==> src/rtl/flipper_axi_pkg.sv <==
// Shared AXI-Lite definitions: master FSM state encoding, response codes and
// a response-classification helper used by cpu_axil_master.
package flipper_axi_pkg;

    typedef enum logic [2:0] {
        ST_IDLE        = 3'd0,
        ST_RD_ADDR     = 3'd1,
        ST_RD_DATA     = 3'd2,
        ST_WR_ADDRDATA = 3'd3,
        ST_WR_RESP     = 3'd4
    } axil_state_e;

    localparam logic [1:0] AXI_RESP_OKAY   = 2'b00;
    localparam logic [1:0] AXI_RESP_EXOKAY = 2'b01;
    localparam logic [1:0] AXI_RESP_SLVERR = 2'b10;
    localparam logic [1:0] AXI_RESP_DECERR = 2'b11;

    localparam logic [2:0] AXI_PROT_DEFAULT = 3'b000;

    // SLVERR and DECERR are the only error codes; equivalent to resp[1].
    function automatic logic axi_resp_is_err(input logic [1:0] resp);
        return (resp == AXI_RESP_SLVERR) || (resp == AXI_RESP_DECERR);
    endfunction

endpackage

==> src/rtl/cpu_axil_master.sv <==
// Simple CPU request port to AXI-Lite master bridge, one transaction at a time.
// Optional one-entry request buffer enabled by macro CPU_AXIL_MASTER_REQ_BUF_EN.
module cpu_axil_master
    import flipper_axi_pkg::*;
#(
    parameter int ADDR_WIDTH = 32
) (
    input  logic                  clk,
    input  logic                  reset,

    input  logic                  ReqRead,
    input  logic                  ReqWrite,
    input  logic [ADDR_WIDTH-1:0] ReqAddress,
    input  logic [31:0]           ReqWriteData,
    input  logic [3:0]            ReqWriteStrobe,
    output logic                  ReqReady,
    output logic                  RespValid,
    output logic [31:0]           RespReadData,
    output logic                  RespError,

    output logic [ADDR_WIDTH-1:0] araddr_m,
    output logic [2:0]            arprot_m,
    output logic                  arvalid_m,
    input  logic                  arready_m,
    input  logic [31:0]           rdata_m,
    input  logic [1:0]            rresp_m,
    input  logic                  rvalid_m,
    output logic                  rready_m,

    output logic [ADDR_WIDTH-1:0] awaddr_m,
    output logic [2:0]            awprot_m,
    output logic                  awvalid_m,
    input  logic                  awready_m,
    output logic [31:0]           wdata_m,
    output logic [3:0]            wstrb_m,
    output logic                  wvalid_m,
    input  logic                  wready_m,
    input  logic [1:0]            bresp_m,
    input  logic                  bvalid_m,
    output logic                  bready_m
);

    axil_state_e           state_r, state_nx_s;

    logic [ADDR_WIDTH-1:0] araddr_r, araddr_nx_s;
    logic                  arvalid_r, arvalid_nx_s;
    logic                  rready_r, rready_nx_s;
    logic [ADDR_WIDTH-1:0] awaddr_r, awaddr_nx_s;
    logic                  awvalid_r, awvalid_nx_s;
    logic [31:0]           wdata_r, wdata_nx_s;
    logic [3:0]            wstrb_r, wstrb_nx_s;
    logic                  wvalid_r, wvalid_nx_s;
    logic                  bready_r, bready_nx_s;
    logic                  resp_valid_r, resp_valid_nx_s;
    logic                  resp_error_r, resp_error_nx_s;
    logic [31:0]           resp_rdata_r, resp_rdata_nx_s;

    logic                  aw_done_s;
    logic                  w_done_s;

    logic                  req_ready_s;
    logic                  launch_s;
    logic                  launch_write_s;
    logic [ADDR_WIDTH-1:0] launch_addr_s;
    logic [31:0]           launch_wdata_s;
    logic [3:0]            launch_wstrb_s;

`ifdef CPU_AXIL_MASTER_REQ_BUF_EN
    logic                  req_fire_s;
    logic                  buf_valid_r;
    logic                  buf_write_r;
    logic [ADDR_WIDTH-1:0] buf_addr_r;
    logic [31:0]           buf_wdata_r;
    logic [3:0]            buf_wstrb_r;

    // Request acceptance and launch source: a buffered request wins in IDLE.
    always_comb begin
        req_ready_s    = ~buf_valid_r & ~reset;
        req_fire_s     = req_ready_s & (ReqRead | ReqWrite);
        launch_s       = 1'b0;
        launch_write_s = 1'b0;
        launch_addr_s  = {ADDR_WIDTH{1'b0}};
        launch_wdata_s = 32'h0000_0000;
        launch_wstrb_s = 4'h0;
        if (state_r == ST_IDLE) begin
            if (buf_valid_r) begin
                launch_s       = 1'b1;
                launch_write_s = buf_write_r;
                launch_addr_s  = buf_addr_r;
                launch_wdata_s = buf_wdata_r;
                launch_wstrb_s = buf_wstrb_r;
            end else if (req_fire_s) begin
                launch_s       = 1'b1;
                launch_write_s = ReqWrite;
                launch_addr_s  = ReqAddress;
                launch_wdata_s = ReqWriteData;
                launch_wstrb_s = ReqWriteStrobe;
            end else begin
                launch_s = 1'b0;
            end
        end else begin
            launch_s = 1'b0;
        end
    end

    // One-entry buffer: filled by a request accepted while busy, drained in IDLE.
    always_ff @(posedge clk) begin
        if (reset) begin
            buf_valid_r <= 1'b0;
            buf_write_r <= 1'b0;
            buf_addr_r  <= {ADDR_WIDTH{1'b0}};
            buf_wdata_r <= 32'h0000_0000;
            buf_wstrb_r <= 4'h0;
        end else if (req_fire_s && (state_r != ST_IDLE)) begin
            buf_valid_r <= 1'b1;
            buf_write_r <= ReqWrite;
            buf_addr_r  <= ReqAddress;
            buf_wdata_r <= ReqWriteData;
            buf_wstrb_r <= ReqWriteStrobe;
        end else if ((state_r == ST_IDLE) && buf_valid_r) begin
            buf_valid_r <= 1'b0;
        end else begin
            buf_valid_r <= buf_valid_r;
        end
    end
`else
    // Request acceptance: only in IDLE, launching straight from the request port.
    always_comb begin
        req_ready_s    = (state_r == ST_IDLE) & ~reset;
        launch_s       = req_ready_s & (ReqRead | ReqWrite);
        launch_write_s = ReqWrite;
        launch_addr_s  = ReqAddress;
        launch_wdata_s = ReqWriteData;
        launch_wstrb_s = ReqWriteStrobe;
    end
`endif

    // Next-state and next-output logic for the transaction FSM.
    always_comb begin
        state_nx_s      = state_r;
        araddr_nx_s     = araddr_r;
        arvalid_nx_s    = arvalid_r;
        rready_nx_s     = rready_r;
        awaddr_nx_s     = awaddr_r;
        awvalid_nx_s    = awvalid_r;
        wdata_nx_s      = wdata_r;
        wstrb_nx_s      = wstrb_r;
        wvalid_nx_s     = wvalid_r;
        bready_nx_s     = bready_r;
        resp_valid_nx_s = 1'b0;
        resp_error_nx_s = resp_error_r;
        resp_rdata_nx_s = resp_rdata_r;
        aw_done_s       = 1'b0;
        w_done_s        = 1'b0;

        case (state_r)
            ST_IDLE: begin
                if (launch_s && launch_write_s) begin
                    state_nx_s   = ST_WR_ADDRDATA;
                    awaddr_nx_s  = launch_addr_s;
                    wdata_nx_s   = launch_wdata_s;
                    wstrb_nx_s   = launch_wstrb_s;
                    awvalid_nx_s = 1'b1;
                    wvalid_nx_s  = 1'b1;
                end else if (launch_s) begin
                    state_nx_s   = ST_RD_ADDR;
                    araddr_nx_s  = launch_addr_s;
                    arvalid_nx_s = 1'b1;
                end else begin
                    state_nx_s = ST_IDLE;
                end
            end

            ST_RD_ADDR: begin
                if (arvalid_r && arready_m) begin
                    state_nx_s   = ST_RD_DATA;
                    arvalid_nx_s = 1'b0;
                    rready_nx_s  = 1'b1;
                end else begin
                    state_nx_s = ST_RD_ADDR;
                end
            end

            ST_RD_DATA: begin
                if (rready_r && rvalid_m) begin
                    state_nx_s      = ST_IDLE;
                    rready_nx_s     = 1'b0;
                    resp_valid_nx_s = 1'b1;
                    resp_rdata_nx_s = rdata_m;
                    resp_error_nx_s = axi_resp_is_err(rresp_m);
                end else begin
                    state_nx_s = ST_RD_DATA;
                end
            end

            ST_WR_ADDRDATA: begin
                // AW and W complete independently; a channel already done stays done.
                aw_done_s = ~awvalid_r | awready_m;
                w_done_s  = ~wvalid_r | wready_m;
                if (awvalid_r && awready_m) begin
                    awvalid_nx_s = 1'b0;
                end else begin
                    awvalid_nx_s = awvalid_r;
                end
                if (wvalid_r && wready_m) begin
                    wvalid_nx_s = 1'b0;
                end else begin
                    wvalid_nx_s = wvalid_r;
                end
                if (aw_done_s && w_done_s) begin
                    state_nx_s  = ST_WR_RESP;
                    bready_nx_s = 1'b1;
                end else begin
                    state_nx_s = ST_WR_ADDRDATA;
                end
            end

            ST_WR_RESP: begin
                if (bready_r && bvalid_m) begin
                    state_nx_s      = ST_IDLE;
                    bready_nx_s     = 1'b0;
                    resp_valid_nx_s = 1'b1;
                    resp_error_nx_s = axi_resp_is_err(bresp_m);
                end else begin
                    state_nx_s = ST_WR_RESP;
                end
            end

            default: begin
                state_nx_s   = ST_IDLE;
                arvalid_nx_s = 1'b0;
                rready_nx_s  = 1'b0;
                awvalid_nx_s = 1'b0;
                wvalid_nx_s  = 1'b0;
                bready_nx_s  = 1'b0;
            end
        endcase
    end

    // State and registered output updates; reset abandons any transaction.
    always_ff @(posedge clk) begin
        if (reset) begin
            state_r      <= ST_IDLE;
            araddr_r     <= {ADDR_WIDTH{1'b0}};
            arvalid_r    <= 1'b0;
            rready_r     <= 1'b0;
            awaddr_r     <= {ADDR_WIDTH{1'b0}};
            awvalid_r    <= 1'b0;
            wdata_r      <= 32'h0000_0000;
            wstrb_r      <= 4'h0;
            wvalid_r     <= 1'b0;
            bready_r     <= 1'b0;
            resp_valid_r <= 1'b0;
            resp_error_r <= 1'b0;
            resp_rdata_r <= 32'h0000_0000;
        end else begin
            state_r      <= state_nx_s;
            araddr_r     <= araddr_nx_s;
            arvalid_r    <= arvalid_nx_s;
            rready_r     <= rready_nx_s;
            awaddr_r     <= awaddr_nx_s;
            awvalid_r    <= awvalid_nx_s;
            wdata_r      <= wdata_nx_s;
            wstrb_r      <= wstrb_nx_s;
            wvalid_r     <= wvalid_nx_s;
            bready_r     <= bready_nx_s;
            resp_valid_r <= resp_valid_nx_s;
            resp_error_r <= resp_error_nx_s;
            resp_rdata_r <= resp_rdata_nx_s;
        end
    end

    assign ReqReady     = req_ready_s;
    assign RespValid    = resp_valid_r;
    assign RespReadData = resp_rdata_r;
    assign RespError    = resp_error_r;

    assign araddr_m  = araddr_r;
    assign arprot_m  = AXI_PROT_DEFAULT;
    assign arvalid_m = arvalid_r;
    assign rready_m  = rready_r;
    assign awaddr_m  = awaddr_r;
    assign awprot_m  = AXI_PROT_DEFAULT;
    assign awvalid_m = awvalid_r;
    assign wdata_m   = wdata_r;
    assign wstrb_m   = wstrb_r;
    assign wvalid_m  = wvalid_r;
    assign bready_m  = bready_r;

endmodule

==> config.mk <==
export PLATFORM = sky130hd
export DESIGN_NAME = cpu_axil_master
export DESIGN_NICKNAME = d
export VERILOG_FILES = /design/src/rtl/flipper_axi_pkg.sv /design/src/rtl/cpu_axil_master.sv
export SDC_FILE = /design/constraint.sdc
export NUM_CORES = 1
export LEC_CHECK = 0
export CAP_MARGIN = 20
export CORE_ASPECT_RATIO = 0.9
export CORE_MARGIN = 2
export CORE_UTILIZATION = 45
export CTS_BUF_LIST = sky130_fd_sc_hd__clkbuf_4 sky130_fd_sc_hd__clkbuf_8
export DETAILED_ROUTE_END_ITERATION = 7
export PLACE_DENSITY = 0.88
export REMOVE_ABC_BUFFERS = 1
export SKIP_LAST_GASP = 1
export SLEW_MARGIN = 0
export SYNTH_ARGS = -nofsm -noshare
export SYNTH_HDL_FRONTEND = slang
export SYNTH_SLANG_ARGS = --single-unit
==> constraint.sdc <==
create_clock -name clk -period 2.5 [get_ports clk]
set_input_delay 0.5 -clock clk [delete_from_list [all_inputs] [get_ports clk]]
set_output_delay 0.5 -clock clk [all_outputs]
set_load 0.01 [all_outputs]
==> results of run 1 <==
==> placed cells by master, fill, tap and decap left out, types with 2 or more instances in the layout <==
cell type,netlist,final
nand3b_1,69,69
and2_1,3,2
dfxtp_1,142,142
clkbuf_4,0,2
inv_1,4,4
clkbuf_8,0,18
nor2_1,3,3
clkinvlp_4,0,4
buf_4,11,11
a21oi_1,73,73
conb_1,1,6
a31oi_1,2,2
a221oi_1,2,2
nand2_1,271,270
a211oi_1,2,2
bufinv_16,0,3
clkdlybuf4s50_1,0,249
o211ai_1,2,2
nor4_4,1,2
o21ai_0,2,2
inv_6,0,3
==> final cells by class <==
class | instances | area share (%)
Clock buffer | 20 | 3.19
Timing Repair Buffer | 261 | 31.5
Inverter | 4 | 0.182
Sequential cell | 142 | 34.5
Clock inverter | 12 | 1.94
Tap cell | 156 | 2.37
Multi-Input combinational cell | 450 | 26.3
==> worst max path at each step <==
stage                           from                    end  slack [ps]  cells past startpoint
3_5_place_dp                   reset               ReqReady         380                      3
5_1_grt        state_r[1]$_SDFF_PP0_               ReqReady          20                      2
4_1_cts        state_r[1]$_SDFF_PP0_               ReqReady          80                      2
2_1_floorplan  state_r[2]$_SDFF_PP0_  state_r[0]$_SDFF_PP0_         -80                      4
6_report       state_r[1]$_SDFF_PP0_               ReqReady         110                      2
3_3_place_gp                   reset               ReqReady         370                      3
==> state kept, by name, indices dropped and copies added (netlist names), 3 cells and up <==
name / flops
awaddr_m: 32
RespReadData: 32
state_r: 3
wstrb_m: 4
araddr_m: 32
wdata_m: 32
==> worst min-delay path: stages (launching register included) <==
cell     delay [ps]
dfxtp_1         310
nand2_1          50
a21oi_1          50
==> logic make-up (layout without fill, tap and decap cells) <==
| kind of cell | after synthesis | count (layout) | share of synthesized area (%) |
|---|---|---|---|
| AND/OR/NAND/NOR | 356 | 356 | 31.6 |
| flip-flops | 142 | 142 | 54.1 |
| AO/OA/AOI/OAI | 87 | 87 | 8.86 |
| buffers and inverters | 56 | 297 | 5.21 |
| other | 1 | 6 | 0.0713 |
| multiplexers | 1 | 1 | 0.214 |
==> metal layers <==
| layer | vias to the layer above | part of all wire, % |
|---|---|---|
| met1 | 2395 | 39 |
| met5 | - | 0 |
| met4 | 0 | 1.3 |
| met2 | 221 | 49 |
| met3 | 18 | 11 |
| li1 | 2542 | - |
==> power groups by stage <==
stage / logic, mW / registers, mW / clock network, mW
floorplan: 0.222 / 2.59 / 0
global placement: 0.860 / 2.52 / 0
detailed placement: 0.866 / 2.53 / 0
CTS: 0.874 / 2.47 / 1.98
global route: 0.938 / 2.49 / 2.09
finish: 0.868 / 2.48 / 1.95
==> through the flow <==
step,setup WS (ps),hold WS (ps),area (sq um)
floorplan,-79.1,469,5020
global placement,372,440,7820
detailed placement,379,446,7820
CTS,83.7,457,8240
global route,22.6,469,8240
finish,109,455,8240
==> results.yml, run 1 <==
detailed_routing:
  vias: 5176
  wire_per_inst_microns: 15.4
  drtAntennaViolNets: 0
  drc_errors: 0
  dr.pass1.iters: 5
  via_per_inst: 4.95
  drt_iter0_markers: 350
  totalWireLength_microns: 16100
placement:
  port_buffers: 250
  dp_hpwl_microns: 10700
  placed_cells: 1013
  place_congestion: 0.801
global_routing:
  top_usage_layer: "met2"
  met1_usage_pct: 28.6
  grt_max_degree: 143
  grt_pass1_vias: 4965
  gr-total-overflow: 0
  grtUsageMet2_pct: 42.9
  grt_usage_pct: 25.4
  grt.met3_usage_pct: 12.2
  antenna_found_initial: 0
  grt_pass1_wl_microns: 25400
synth:
  yosysMostFrequentCell: "nand2_1"
  ys_warn_count: 0
  netlist_instances: 643
  synth_seq_cells: 142
  synth.largest_area_cell: "dfxtp_1"
  synth_edf_count: 0
  synth_cell_types: 33
  synthFlopType: "dfxtp_1"
  seq_area_frac_synth_pct: 54.1
  syn_area_per_cell_sq_um: 8.17
  syn_area_sq_um: 5260
  async_flop_share_pct: 0
  synth_top_cells_by_area: "dfxtp_1 54%, nand2_1 19%, nand3b_1 9.9%"
  netlist_top_cells_count: "271 x nand2_1, 142 x dfxtp_1, 73 x a21oi_1"
  yosys.area.top_type_share_pct: 54.1
final_layout:
  sequential_cell_area_sq_um: 2840
  num_antenna_cells: 0
  multi_input_area_sq_um: 2170
  drive_gt1_share_pct: 5.85
  syn_to_final_growth_pct: 56.8
  final_core_util_pct: 72.1
  fin_nets: 989
  fill_cells: 871
  stdcell_count: 1045
pwr:
  power.leakage_nw: 3.18
  peakVddDrop_uv: 558
  power_density_nw_per_um2: 642
  switching_share_pct: 25.8
  p_seq_share_pct: 46.7
  power.share.combinational_pct: 16.4
  p_int_mw: 3.93
  switching_power_mw: 1.37
  p_total_mw: 5.29
  clockPowerShare_pct: 36.9
status:
  status: "finished, final reports clean"
floorplan:
  design.core.area_sq_um: 11400
  rows: 37
  chipWidth_microns: 118
  ios: 259
  start_util_pct: 46.0
  die_y_microns: 107
  die-area_sq_um: 12600
cts:
  cts_hold_buf: 0
  cts_htree_levels: 4
  post_cts_buffers: 0
  cts-resized-gates: 0
  clock-sinks: 142
  cts_tree: "yes"
  insertion_delay_ps: 430
  root_buffer: "clkbuf_8"
  clockBufferDepth: 2
  path_clk_slew_ps: 80
  cts_buffers: 17
worst_setup_path:
  worst_path_max_delay_cell: "clkdlybuf4s50_1"
  startpoint_type: "flip-flop"
  r2r_cells: 5
  end_kind: "primary output"
  critPathRequiredTime_ps: 2000
  critPathBufInv: 1
  arrival_ps: 1890
  worst-path-max-fanout: 8
  cp_top_family: "buffers and inverters"
  cp_slowest_stage_delay_ps: 630
  crit_chain: "nor4_4, clkdlybuf4s50_1"
  r2r_end: "awaddr_m[8]$_SDFFE_PP0P_"
  crit_type: "reg -> out"
  reg2reg_from: "state_r[1]$_SDFF_PP0_"
  rrSetupSlack_ps: 680
timing:
  tns_ps: 0
  post-route-min-period_ps: 2390
  setup_viol: 0
  worstMarginPinSlew_ps: 548
  fin_crit_sh_pct: 95.6
  slew_violations: 0
  finClkSkew_ps: 10.4
  clock.fmax_mhz: 418
  rsz0062_at_grt: "no"
  max_slew_margin_pct: 63.5
  hold_viol_final: 0
min_path:
  min_path_cells: 2
  hold_path_end: "RespReadData[13]$_SDFFE_PP0P_"
  hold_class: "reg -> reg"
  min_from: "RespReadData[13]$_SDFFE_PP0P_"
run:
  drv_cap: 0
Power figures use the tool's default switching activity.
==> inputs of run 2 (changes only) <==
- DONT_BUFFER_PORTS: unset -> 1
- PLACE_DENSITY: 0.88 -> unset
==> results.yml, run 2 (synthesis results as in run 1) <==
status:
  status: "finished, final reports clean"
final_layout:
  fin_nets: 737
  drive_gt1_share_pct: 7.55
  final_common_cell: "nand2_1"
  final_cell_mix: "270 x nand2_1, 142 x dfxtp_1, 73 x a21oi_1, 69 x nand3b_1, 23 x clkbuf_8"
  stdcell_count: 792
  syn_to_final_growth_pct: 8.47
  num_antenna_cells: 0
cts:
  cts_tree: "yes"
  path_clk_slew_ps: 70
  cts-resized-gates: 0
  cts_buffers: 17
  clockBufferDepth: 2
  post_cts_buffers: 0
  cts_hold_buf: 0
  root_buffer: "clkbuf_8"
  insertion_delay_ps: 430
  clock-sinks: 142
  cts_htree_levels: 4
floorplan:
  rows: 37
  chipWidth_microns: 118
  die_y_microns: 107
  die-area_sq_um: 12600
  start_util_pct: 46.0
  design.core.area_sq_um: 11400
  ios: 259
worst_setup_path:
  critPathRequiredTime_ps: 2000
  critPathBufInv: 1
  cp_slowest_stage_delay_ps: 470
  crit_chain: "nor4_4, buf_4"
  worst_path_max_delay_cell: "dfxtp_1"
  crit_type: "reg -> out"
  end_kind: "primary output"
  arrival_ps: 1400
  worst-path-max-fanout: 12
  startpoint_type: "flip-flop"
  cp_top_family: "flip-flops"
detailed_routing:
  drtAntennaViolNets: 0
  drt_iter0_markers: 250
  wire_per_inst_microns: 16.4
  totalWireLength_microns: 13000
  drc_errors: 0
  via_per_inst: 5.25
  vias: 4160
  dr.pass1.iters: 4
timing:
  slew_violations: 0
  hold_viol_final: 0
  setup_viol: 0
  setup_slack_ps: 598
  clock.fmax_mhz: 526
  worstMarginPinSlew_ps: 540
  tns_ps: 0
  rsz0062_at_grt: "no"
  finClkSkew_ps: 13.8
  max_slew_margin_pct: 64.0
  post-route-min-period_ps: 1900
  fin_crit_sh_pct: 76.1
global_routing:
  grt_max_degree: 144
  gr-total-overflow: 0
  antenna_found_initial: 0
  grt_pass1_vias: 3887
  grt_usage_pct: 20.3
  grt_pass1_wl_microns: 20200
min_path:
  hold_class: "in -> reg"
placement:
  port_buffers: 0
  dp_hpwl_microns: 8690
  dpl_worst_slack_ps: 608
  placed_cells: 761
  place_congestion: 0.748
pwr:
  power_density_nw_per_um2: 816
  p_total_mw: 4.65
  peakVddDrop_uv: 459
  power.leakage_nw: 2.25
run:
  drv_cap: 0
[run 2: cell count changes in the layout (fill, tap and decap cells not counted)]
cell | before | now
buf_4 | 11 | 8
bufinv_16 | 3 | 1
clkbuf_4 | 2 | 4
clkbuf_8 | 18 | 23
clkdlybuf4s50_1 | 249 | 0
clkinvlp_4 | 4 | 1
inv_6 | 3 | 0
[run 2: path summary, 6_finish.rpt]
| kind | from | end | slack (ps) | cells after the start |
|---|---|---|---|---|
| hold / removal | reset | araddr_m[26]$_SDFFE_PP0P_ | 130 | 1 |
| hold reg to reg | araddr_m[6]$_SDFFE_PP0P_ | araddr_m[6]$_SDFFE_PP0P_ | 500 | 2 |
| setup / recovery | state_r[0]$_SDFF_PP0_ | ReqReady | 600 | 2 |
| setup reg to reg | state_r[0]$_SDFF_PP0_ | wdata_m[23]$_SDFFE_PP0P_ | 620 | 6 |
[run 2: cell type report]
| class | instances | area (sq um) |
|---|---|---|
| Clock buffer | 27 | 347 |
| Timing Repair Buffer | 9 | 80.1 |
| Sequential cell | 142 | 2840 |
| Clock inverter | 4 | 51.3 |
| Inverter | 4 | 15.0 |
| Multi-Input combinational cell | 450 | 2170 |
| Tap cell | 156 | 195 |
| Fill cell | 1128 | 5730 |
[run 2: per-layer routing]
layer / vias to the layer above / routed length (microns) / track usage, %
li1: 2033 / - / -
met1: 1911 / 5250 / 23.3
met2: 196 / 6020 / 31.9
met3: 20 / 1490 / 10.5
met4: 0 / 211 / 8.78
met5: - / 0 / 0
[run 2: through the flow]
| stage | hold WS, ps | cell area [sq um] | util [%] |
|---|---|---|---|
| 6_report | 134 | 5700 | 49.9 |
| 2_1_floorplan | 469 | 5020 | - |
| 3_3_place_gp | 484 | 5300 | 46.4 |
| 5_1_grt | 95.0 | 5700 | 49.9 |
| 4_1_cts | 97.5 | 5700 | 49.9 |
| 3_5_place_dp | 488 | 5300 | 46.4 |
[run 2: power by group]
part	leakage [nW]	internal (mW)	total, mW	switching [mW]
combinational	0.888	0.120	0.295	0.175
sequential	1.16	2.40	2.58	0.179
clock	0.206	0.987	1.78	0.789
